$ cat src/rtl/uart_tx_arbiter_if.sv
// Byte-stream handshake bundle between the message clients, the UART transmit
// arbiter and the UART transmitter, plus the arbiter's status outputs.
interface uart_tx_arbiter_if #(
    parameter int NUM_REQ    = 4,
    parameter int DATA_WIDTH = 8
);
    logic [NUM_REQ-1:0]            req_valid;
    logic [NUM_REQ*DATA_WIDTH-1:0] req_data;
    logic [NUM_REQ-1:0]            req_last;
    logic [NUM_REQ-1:0]            req_ready;
    logic                          tx_valid;
    logic [DATA_WIDTH-1:0]         tx_data;
    logic                          tx_ready;
    logic [NUM_REQ-1:0]            grant;
    logic                          busy;
    logic                          timeout_pulse;

    // Environment side: clients and transmitter drive, arbiter outputs observed.
    modport master (
        output req_valid, req_data, req_last, tx_ready,
        input  req_ready, tx_valid, tx_data, grant, busy, timeout_pulse
    );

    // Arbiter side.
    modport slave (
        input  req_valid, req_data, req_last, tx_ready,
        output req_ready, tx_valid, tx_data, grant, busy, timeout_pulse
    );
endinterface

$ cat src/rtl/uart_tx_arbiter.sv
// Round-robin arbiter handing the shared UART transmit byte stream to one client
// for a whole message; an optional idle timeout reclaims a stalled grant.
module uart_tx_arbiter #(
    parameter int NUM_REQ        = 4,
    parameter int DATA_WIDTH     = 8,
    parameter int TIMEOUT_CYCLES = 50_000_000
) (
    input  logic             clk,
    input  logic             reset,
    uart_tx_arbiter_if.slave bus
);
    localparam int IDX_W = (NUM_REQ > 1) ? $clog2(NUM_REQ) : 1;

    localparam logic [0:0] ST_IDLE = 1'b0;
    localparam logic [0:0] ST_OWN  = 1'b1;

    logic [0:0]            r_state;
    logic [NUM_REQ-1:0]    r_grant;
    logic [IDX_W-1:0]      r_last_grant;
    logic                  r_timeout_pulse;

    logic                  w_found;
    logic [IDX_W-1:0]      w_winner;
    logic [NUM_REQ-1:0]    w_winner_oh;
    logic                  w_own_valid;
    logic                  w_own_last;
    logic [DATA_WIDTH-1:0] w_own_data;
    logic                  w_last_xfer;
    logic                  w_expire;

    // Rotating priority: indices above last_grant win first, then wrap to index 0.
    always_comb begin
        // NOTE: every combinational output gets a default before any branch, so no latch can form.
        w_found     = 1'b0;
        w_winner    = r_last_grant;
        w_winner_oh = '0;
        for (int i = 0; i < NUM_REQ; i++) begin
            if (!w_found && bus.req_valid[i] && (IDX_W'(i) > r_last_grant)) begin
                w_found  = 1'b1;
                w_winner = IDX_W'(i);
            end
        end
        for (int i = 0; i < NUM_REQ; i++) begin
            if (!w_found && bus.req_valid[i]) begin
                w_found  = 1'b1;
                w_winner = IDX_W'(i);
            end
        end
        for (int i = 0; i < NUM_REQ; i++) begin
            w_winner_oh[i] = (IDX_W'(i) == w_winner);
        end
    end

    // The registered one-hot grant steers the owner's lane; all zero while idle.
    always_comb begin
        w_own_valid = 1'b0;
        w_own_last  = 1'b0;
        w_own_data  = '0;
        for (int i = 0; i < NUM_REQ; i++) begin
            if (r_grant[i]) begin
                w_own_valid = bus.req_valid[i];
                w_own_last  = bus.req_last[i];
                w_own_data  = bus.req_data[i*DATA_WIDTH +: DATA_WIDTH];
            end
        end
    end

    assign w_last_xfer = w_own_valid && w_own_last && bus.tx_ready;

    // Reset blanks the handshake immediately, before the grant register clears.
    assign bus.tx_valid      = w_own_valid && !reset;
    assign bus.tx_data       = w_own_data;
    assign bus.req_ready     = reset ? '0 : (r_grant & {NUM_REQ{bus.tx_ready}});
    assign bus.grant         = r_grant;
    assign bus.busy          = (r_state == ST_OWN);
    assign bus.timeout_pulse = r_timeout_pulse;

    generate
        if (TIMEOUT_CYCLES > 0) begin : g_timeout
            localparam int CNT_W = $clog2(TIMEOUT_CYCLES + 1);
            logic [CNT_W-1:0] r_idle_cnt;

            // Expiry leaves OWN, so the counter stops at TIMEOUT_CYCLES-1 and never wraps.
            always_ff @(posedge clk) begin
                if (reset) begin
                    r_idle_cnt <= '0;
                end else if ((r_state != ST_OWN) || w_own_valid) begin
                    r_idle_cnt <= '0;
                end else if (!w_expire) begin
                    r_idle_cnt <= r_idle_cnt + CNT_W'(1);
                end
            end

            assign w_expire = (r_state == ST_OWN) && !w_own_valid &&
                              (r_idle_cnt == CNT_W'(TIMEOUT_CYCLES - 1));
        end else begin : g_no_timeout
            assign w_expire = 1'b0;
        end
    endgenerate

    always_ff @(posedge clk) begin
        // NOTE: clocked state uses non-blocking assignments only, so every reader sees pre-edge values.
        if (reset) begin
            r_state         <= ST_IDLE;
            r_grant         <= '0;
            r_last_grant    <= IDX_W'(NUM_REQ - 1);
            r_timeout_pulse <= 1'b0;
        end else begin
            r_timeout_pulse <= 1'b0;
            case (r_state)
                ST_IDLE: begin
                    if (w_found) begin
                        r_state      <= ST_OWN;
                        r_grant      <= w_winner_oh;
                        r_last_grant <= w_winner;
                    end
                end
                ST_OWN: begin
                    // A transfer clears the idle counter, so these two never coincide.
                    if (w_last_xfer || w_expire) begin
                        r_state         <= ST_IDLE;
                        r_grant         <= '0;
                        r_timeout_pulse <= w_expire;
                    end
                end
                default: begin
                    r_state <= ST_IDLE;
                    r_grant <= '0;
                end
            endcase
        end
    end
endmodule
$ cat src/flat_wrapper.sv
// flat-port wrapper written by rule: the top's interface ports become plain ports
module uart_tx_arbiter_flat 
#(
    parameter int NUM_REQ        = 4,
    parameter int DATA_WIDTH     = 8,
    parameter int TIMEOUT_CYCLES = 50_000_000
)
  (clk, reset, bus_req_valid, bus_req_data, bus_req_last, bus_tx_ready, bus_req_ready, bus_tx_valid, bus_tx_data, bus_grant, bus_busy, bus_timeout_pulse);
  uart_tx_arbiter_if #(.NUM_REQ(NUM_REQ), .DATA_WIDTH(DATA_WIDTH)) bus_i ();
  input  logic clk;
  input  logic reset;
  input wire logic [$bits(bus_i.req_valid)-1:0] bus_req_valid;
  input wire logic [$bits(bus_i.req_data)-1:0] bus_req_data;
  input wire logic [$bits(bus_i.req_last)-1:0] bus_req_last;
  input wire logic [$bits(bus_i.tx_ready)-1:0] bus_tx_ready;
  output wire logic [$bits(bus_i.req_ready)-1:0] bus_req_ready;
  output wire logic [$bits(bus_i.tx_valid)-1:0] bus_tx_valid;
  output wire logic [$bits(bus_i.tx_data)-1:0] bus_tx_data;
  output wire logic [$bits(bus_i.grant)-1:0] bus_grant;
  output wire logic [$bits(bus_i.busy)-1:0] bus_busy;
  output wire logic [$bits(bus_i.timeout_pulse)-1:0] bus_timeout_pulse;
  assign bus_i.req_valid = bus_req_valid;
  assign bus_i.req_data = bus_req_data;
  assign bus_i.req_last = bus_req_last;
  assign bus_i.tx_ready = bus_tx_ready;
  assign bus_req_ready = bus_i.req_ready;
  assign bus_tx_valid = bus_i.tx_valid;
  assign bus_tx_data = bus_i.tx_data;
  assign bus_grant = bus_i.grant;
  assign bus_busy = bus_i.busy;
  assign bus_timeout_pulse = bus_i.timeout_pulse;
  uart_tx_arbiter #(.NUM_REQ(NUM_REQ), .DATA_WIDTH(DATA_WIDTH), .TIMEOUT_CYCLES(TIMEOUT_CYCLES)) u_core (.clk(clk), .reset(reset), .bus(bus_i));
endmodule
$ cat config.mk
export PLATFORM = sky130hd
export DESIGN_NAME = uart_tx_arbiter_flat
export DESIGN_NICKNAME = d
export VERILOG_FILES = /design/src/rtl/uart_tx_arbiter_if.sv /design/src/rtl/uart_tx_arbiter.sv /design/src/flat_wrapper.sv
export SDC_FILE = /design/constraint.sdc
export NUM_CORES = 1
export LEC_CHECK = 0
export CORE_MARGIN = 10
export CORE_UTILIZATION = 42
export CTS_CLUSTER_DIAMETER = 120
export DETAILED_ROUTE_END_ITERATION = 10
export DONT_BUFFER_PORTS = 1
export HOLD_SLACK_MARGIN = 0.1
export MAX_ROUTING_LAYER = met4
export PLACE_DENSITY_LB_ADDON = 0.08
export SETUP_SLACK_MARGIN = 0.4
export SLEW_MARGIN = 20
export SYNTH_ARGS = -nofsm -noshare
export SYNTH_HDL_FRONTEND = slang
export SYNTH_SLANG_ARGS = --single-unit
$ cat constraint.sdc
create_clock -name clk -period 2.7 [get_ports clk]
set_input_delay 0.27 -clock clk [delete_from_list [all_inputs] [get_ports clk]]
set_output_delay 0.27 -clock clk [all_outputs]
set_load 0.005 [all_outputs]
# After elaboration in Yosys (flattened, before gate mapping)
# Index checks and enable logic that the tools add are counted.
word_totals:
  register_bits: 34
  in_bits: 43
  output_inout_bits: 19
  elab_cells: 86
op_classes:
  n_addsub: 1
  order_cmp: 4
  n_eq_ne: 6
  muxes: 35
  bitwise_logic: 3
  n_reduce_logical: 32
op_table:
  columns: ["cell", "n"]
  rows:
  - ["$mux W8", 4]
  - ["$add A26 B1 Y26 const B", 1]
  - ["$eq A26 B26 Y1 const B", 1]
  - ["$mux W1", 18]
  - ["$logic_and A1 B1 Y1", 16]
  - ["$mux W2", 8]
  - ["$mux W4", 3]
  - ["$logic_not A1 Y1", 9]
  - ["$pmux W4 S2", 1]
  - ["$and A4 B4 Y4", 1]
  - ["$eq A2 B2 Y1 const A", 2]
  - ["$gt A1 B2 Y1 const A", 2]
  - ["$gt A2 B2 Y1 const A", 2]
  - ["$reduce_and A2 Y1", 2]
  - ["$reduce_or A3 Y1", 1]
  - ["$eq A1 B2 Y1 const A", 1]
  - ["$logic_not A2 Y1", 1]
  - ["$logic_or A1 B1 Y1", 2]
  - ["$ne A2 B1 Y1 const B", 1]
  - ["$ne A2 B2 Y1 const B", 1]
  - ["$not A1 Y1", 2]
  - ["$pmux W1 S2", 1]
  - ["$reduce_or A2 Y1", 1]

# Longest topological paths before layout
logic_depth:
  depth_word: 30
  depth_mapped: 6
  mapped_depth_nobuf: 5

# Worst setup path before layout
# No wires, ideal clock.
synth_path:
  path_type: "register to register"
  start: "register u_core.g_timeout.r_idle_cnt[16]"
  end: "register u_core.g_timeout.r_idle_cnt[5]"
  setup_time_ns: 0.121
  t_arrival_ns: 1.629
  t_required_ns: 2.579
  path_slack_ns: 0.950
  stages_incl_launch_ff: 6
  n_path_buf: 0
  period_less_slack_ns: 1.750
  cell_sequence: "dfxtp_1 nor4_1 nand4_1 or3_4 and4b_1 mux2_4"
synth_between:
  elab_chain_len: 2
synth_lines:
  columns: ["element", "line", "text"]
  rows:
  - ["from (decl)", "uart_tx_arbiter.sv:81", "logic [CNT_W-1:0] r_idle_cnt;"]
  - ["from (signal assigned)", "uart_tx_arbiter.sv:90", "r_idle_cnt <= r_idle_cnt + CNT_W'(1);"]
  - ["$eq A26 B26 Y1", "uart_tx_arbiter.sv:95", "(r_idle_cnt == CNT_W'(TIMEOUT_CYCLES - 1));"]
  - ["$logic_and A1 B1 Y1", "uart_tx_arbiter.sv:94", "assign w_expire = (r_state == ST_OWN) && !w_own_valid &&"]
# No other way between the ends.
# A chain may end at the register's enable or synchronous reset.

# Worst setup path after layout
layout_path:
  start: "register u_core.r_grant[2] (netlist: u_core.bus.grant[2])"
  end: "output port bus_tx_valid"
layout_between:
  elab_chain_len: 3
layout_lines:
  columns: ["element", "line", "text"]
  rows:
  - ["from (decl)", "uart_tx_arbiter.sv:18", "logic [NUM_REQ-1:0] r_grant;"]
  - ["from (signal assigned)", "uart_tx_arbiter.sv:114", "r_grant <= w_winner_oh;"]
  - ["$mux W1 (2 in series)", "uart_tx_arbiter.sv:60", "if (r_grant[i]) begin"]
  - ["$logic_and A1 B1 Y1", "uart_tx_arbiter.sv:71", "assign bus.tx_valid = w_own_valid && !reset;"]
  - ["to (decl)", "flat_wrapper.sv:17", "output wire logic [$bits(bus_i.tx_valid)-1:0] bus_tx_valid;"]
# No other way between the ends.

==> results.yml <==
critical_path:
  path_class: "reg -> out"
  rr_worst_depth: 5
  start_kind: "flop"
  path_cells: "a211o_1 > a21oi_1 > or2_2 > nor2_1"
  worst_setup_path_end_kind: "output pin"
  worst-path-max-fanout: 23
  cp.arrival_ns: 1.81
  crit_cells: 4
  worstPathRequired_ns: 2.43
  cpMaxStageDelayCell: "dfxtp_1"
  path_delay_family: "flip-flops"
  max_stage_delay_ns: 0.78
  critical_path_buf_inv_count: 0
pwr:
  leakage_nw: 0.676
  power.density_nw_per_um2: 507
  peakVddDrop_v: 0.000261
  report.power.total_w: 0.00107
place:
  pre_cts_ws_ns: 0.654
  dpl_cell_area_um2: 2020
  globalplace.congestion: 0.812
  portBuffers: 0
  dp_hpwl_mm: 3.73
cts:
  clk_pin_slew_ns: 0.07
  cts_buffers: 5
  clock_sinks: 34
  cts.path.max_buffers: 2
  clk_latency_ns: 0.28
  cts_max_level: 2
  cts_setup_buffers: 0
  cts_root_buf: "clkbuf_8"
  cts_tree: "yes"
  cts_resized: 0
sta:
  setup_tns_ns: 0
  final-hold-violation-count: 0
  max_freq_ghz: 0.481
  setup_slack_ns: 0.623
  setup_viol: 0
  clock_skew_ns: 0.00424
  holdWs_ns: 0.314
  finalCritPeriodShare_pct: 76.9
  layout_min_cycle_time_ns: 2.08
  worst_pin_slew_ns: 0.706
  rsz0062_at_grt: "false"
  relSlewSlack_pct: 52.9
  slew_viol_final: 0
min_path:
  hold_class: "in -> reg"
  holdPathStages: 3
synth:
  syn_inst: 253
  synth_top_area_share_pct: 34.5
  netlist_area_um2: 1970
  synth_seq_cells: 34
  yosysSeqAreaShare_pct: 34.5
  ys_async_sr_fraction_pct: 0
  synth_largest_area_cell: "dfxtp_1"
  synth_area_leaders: "dfxtp_1, nor2_1, a21oi_1"
  synth_edf_count: 0
  ys_types: 49
  ys.flop_type: "dfxtp_1"
  yosysWarnings: 0
  syn_area_per_cell_um2: 7.79
  synth_fp_nets: 297
floorplanning:
  dieArea_um2: 7830
  coreArea_um2: 4440
  die_h_um: 88.5
  rows: 24
  num_io_pins: 62
  die_w_um: 88.5
  start_util_pct: 44.3
outcome:
  status: "finished, final reports clean"
detailed_routing:
  wire_per_inst_um: 15.9
  drt_iter0_markers: 65
  viasPerCell: 5.82
  drc: 0
  via_count: 1781
  wl_mm: 4.87
  drtAntennaViolNets: 0
  drt_pass1_iterations: 4
global_route:
  grt_pass1_vias: 1642
  grt_antenna_before_repair: 0
  grt.total_usage_pct: 12.8
  grt_pass1_wl_mm: 7.91
  grt_max_degree: 28
  overflow: 0
cells_and_area:
  synthToLayoutAreaGrowth_pct: 6.92
  finish.instance_area_um2: 2110
  antenna_cells: 0
  final_common_cell: "nor2_1"
  fill_cells: 441
  most-common-layout-cells: "nor2_1, dfxtp_1, nand2_1"
  drive_gt1_share_pct: 9.06
  fin_nets: 298
run:
  drv_cap: 0
[stage by stage]
step,instances,utilization (%)
floorplan,253,-
global placement,298,45.5
detailed placement,298,45.5
CTS,306,47.4
global route,306,47.4
finish,306,47.4
[synth_stat cells, drive strengths merged, types with 2 or more instances]
cell type / instances
a211o: 3
a21oi: 22
a22oi: 8
a311oi: 4
and2: 7
and3: 2
and4: 6
buf: 4
clkbuf: 6
dfxtp: 34
inv: 5
mux2i: 2
nand2: 25
nand2b: 4
nand3: 8
nand4: 4
nor2: 36
nor2b: 3
nor3: 4
nor4: 7
o21ai: 15
o21ba: 2
or2: 4
or3: 5
xnor2: 8
xor2: 9
[registers in the layout, indices dropped and copies added (netlist names)]
| name | flops |
|---|---|
| u_core.g_timeout.r_idle_cnt | 26 |
| u_core.bus.grant | 4 |
| u_core.r_last_grant | 2 |
| u_core.bus.busy | 1 |
| u_core.bus.timeout_pulse | 1 |
[path summary, 6_finish.rpt]
path,from,end,slack (ns)
max,u_core.bus.grant[2]$_SDFFE_PP0P_,bus_tx_valid,0.62
min,bus_req_valid[0],u_core.bus.grant[1]$_SDFFE_PP0P_,0.31
max reg2reg,u_core.bus.grant[2]$_SDFFE_PP0P_,u_core.bus.grant[2]$_SDFFE_PP0P_,0.65
min reg2reg,u_core.g_timeout.r_idle_cnt[4]$_SDFFE_PP0N_,u_core.g_timeout.r_idle_cnt[4]$_SDFFE_PP0N_,0.50
[layer usage]
metal / vias to the layer above / track usage (%) / share of wire (%)
met4: 0 / 4.41 / 1.4
met1: 800 / 15.2 / 45
li1: 915 / - / -
met3: 6 / 5.15 / 11
met5: - / - / 0
met2: 60 / 19.3 / 43
[repair_timing]
action,CTS,global route
hold buffers,1,0
hold endpoints to repair,7,0
setup endpoints to repair,0,0
[kinds of logic after synthesis]
| family | after synthesis | share of synthesized area (%) |
|---|---|---|
| AO/OA/AOI/OAI | 62 | 20.0 |
| XOR/XNOR | 17 | 7.56 |
| adder cells (fa/ha/maj) | 1 | 0.635 |
| buffers and inverters | 15 | 3.05 |
| flip-flops | 34 | 34.5 |
| multiplexers | 3 | 1.78 |
| AND/OR/NAND/NOR | 121 | 32.4 |
[power by group]
part	leakage, nW	switching, W	internal (W)	total, W
Sequential	0.275	0.0000300	0.000517	0.000547
Clock	0.0383	0.000166	0.000177	0.000344
Combinational	0.363	0.000105	0.0000723	0.000177
Total	0.676	0.000301	0.000767	0.00107
[worst reg2reg max path, delay by kind of cell, from the launching register on]
kind             cells  cell delay [ns]
AO/OA/AOI/OAI        4             0.80
AND/OR/NAND/NOR      1             0.33
flip-flops           1             0.78
[layout make-up]
| cell class | instances | area [um2] | share of cell area [%] |
|---|---|---|---|
| multi-input cells | 204 | 1230 | 58.6 |
| flip-flops and latches | 34 | 681 | 32.3 |
| clock buffers | 7 | 76.3 | 3.62 |
| well taps | 52 | 65.1 | 3.09 |
| repair buffers | 4 | 32.5 | 1.54 |
| inverters | 5 | 18.8 | 0.891 |
No activity file was read; power rests on OpenSTA's default activity.
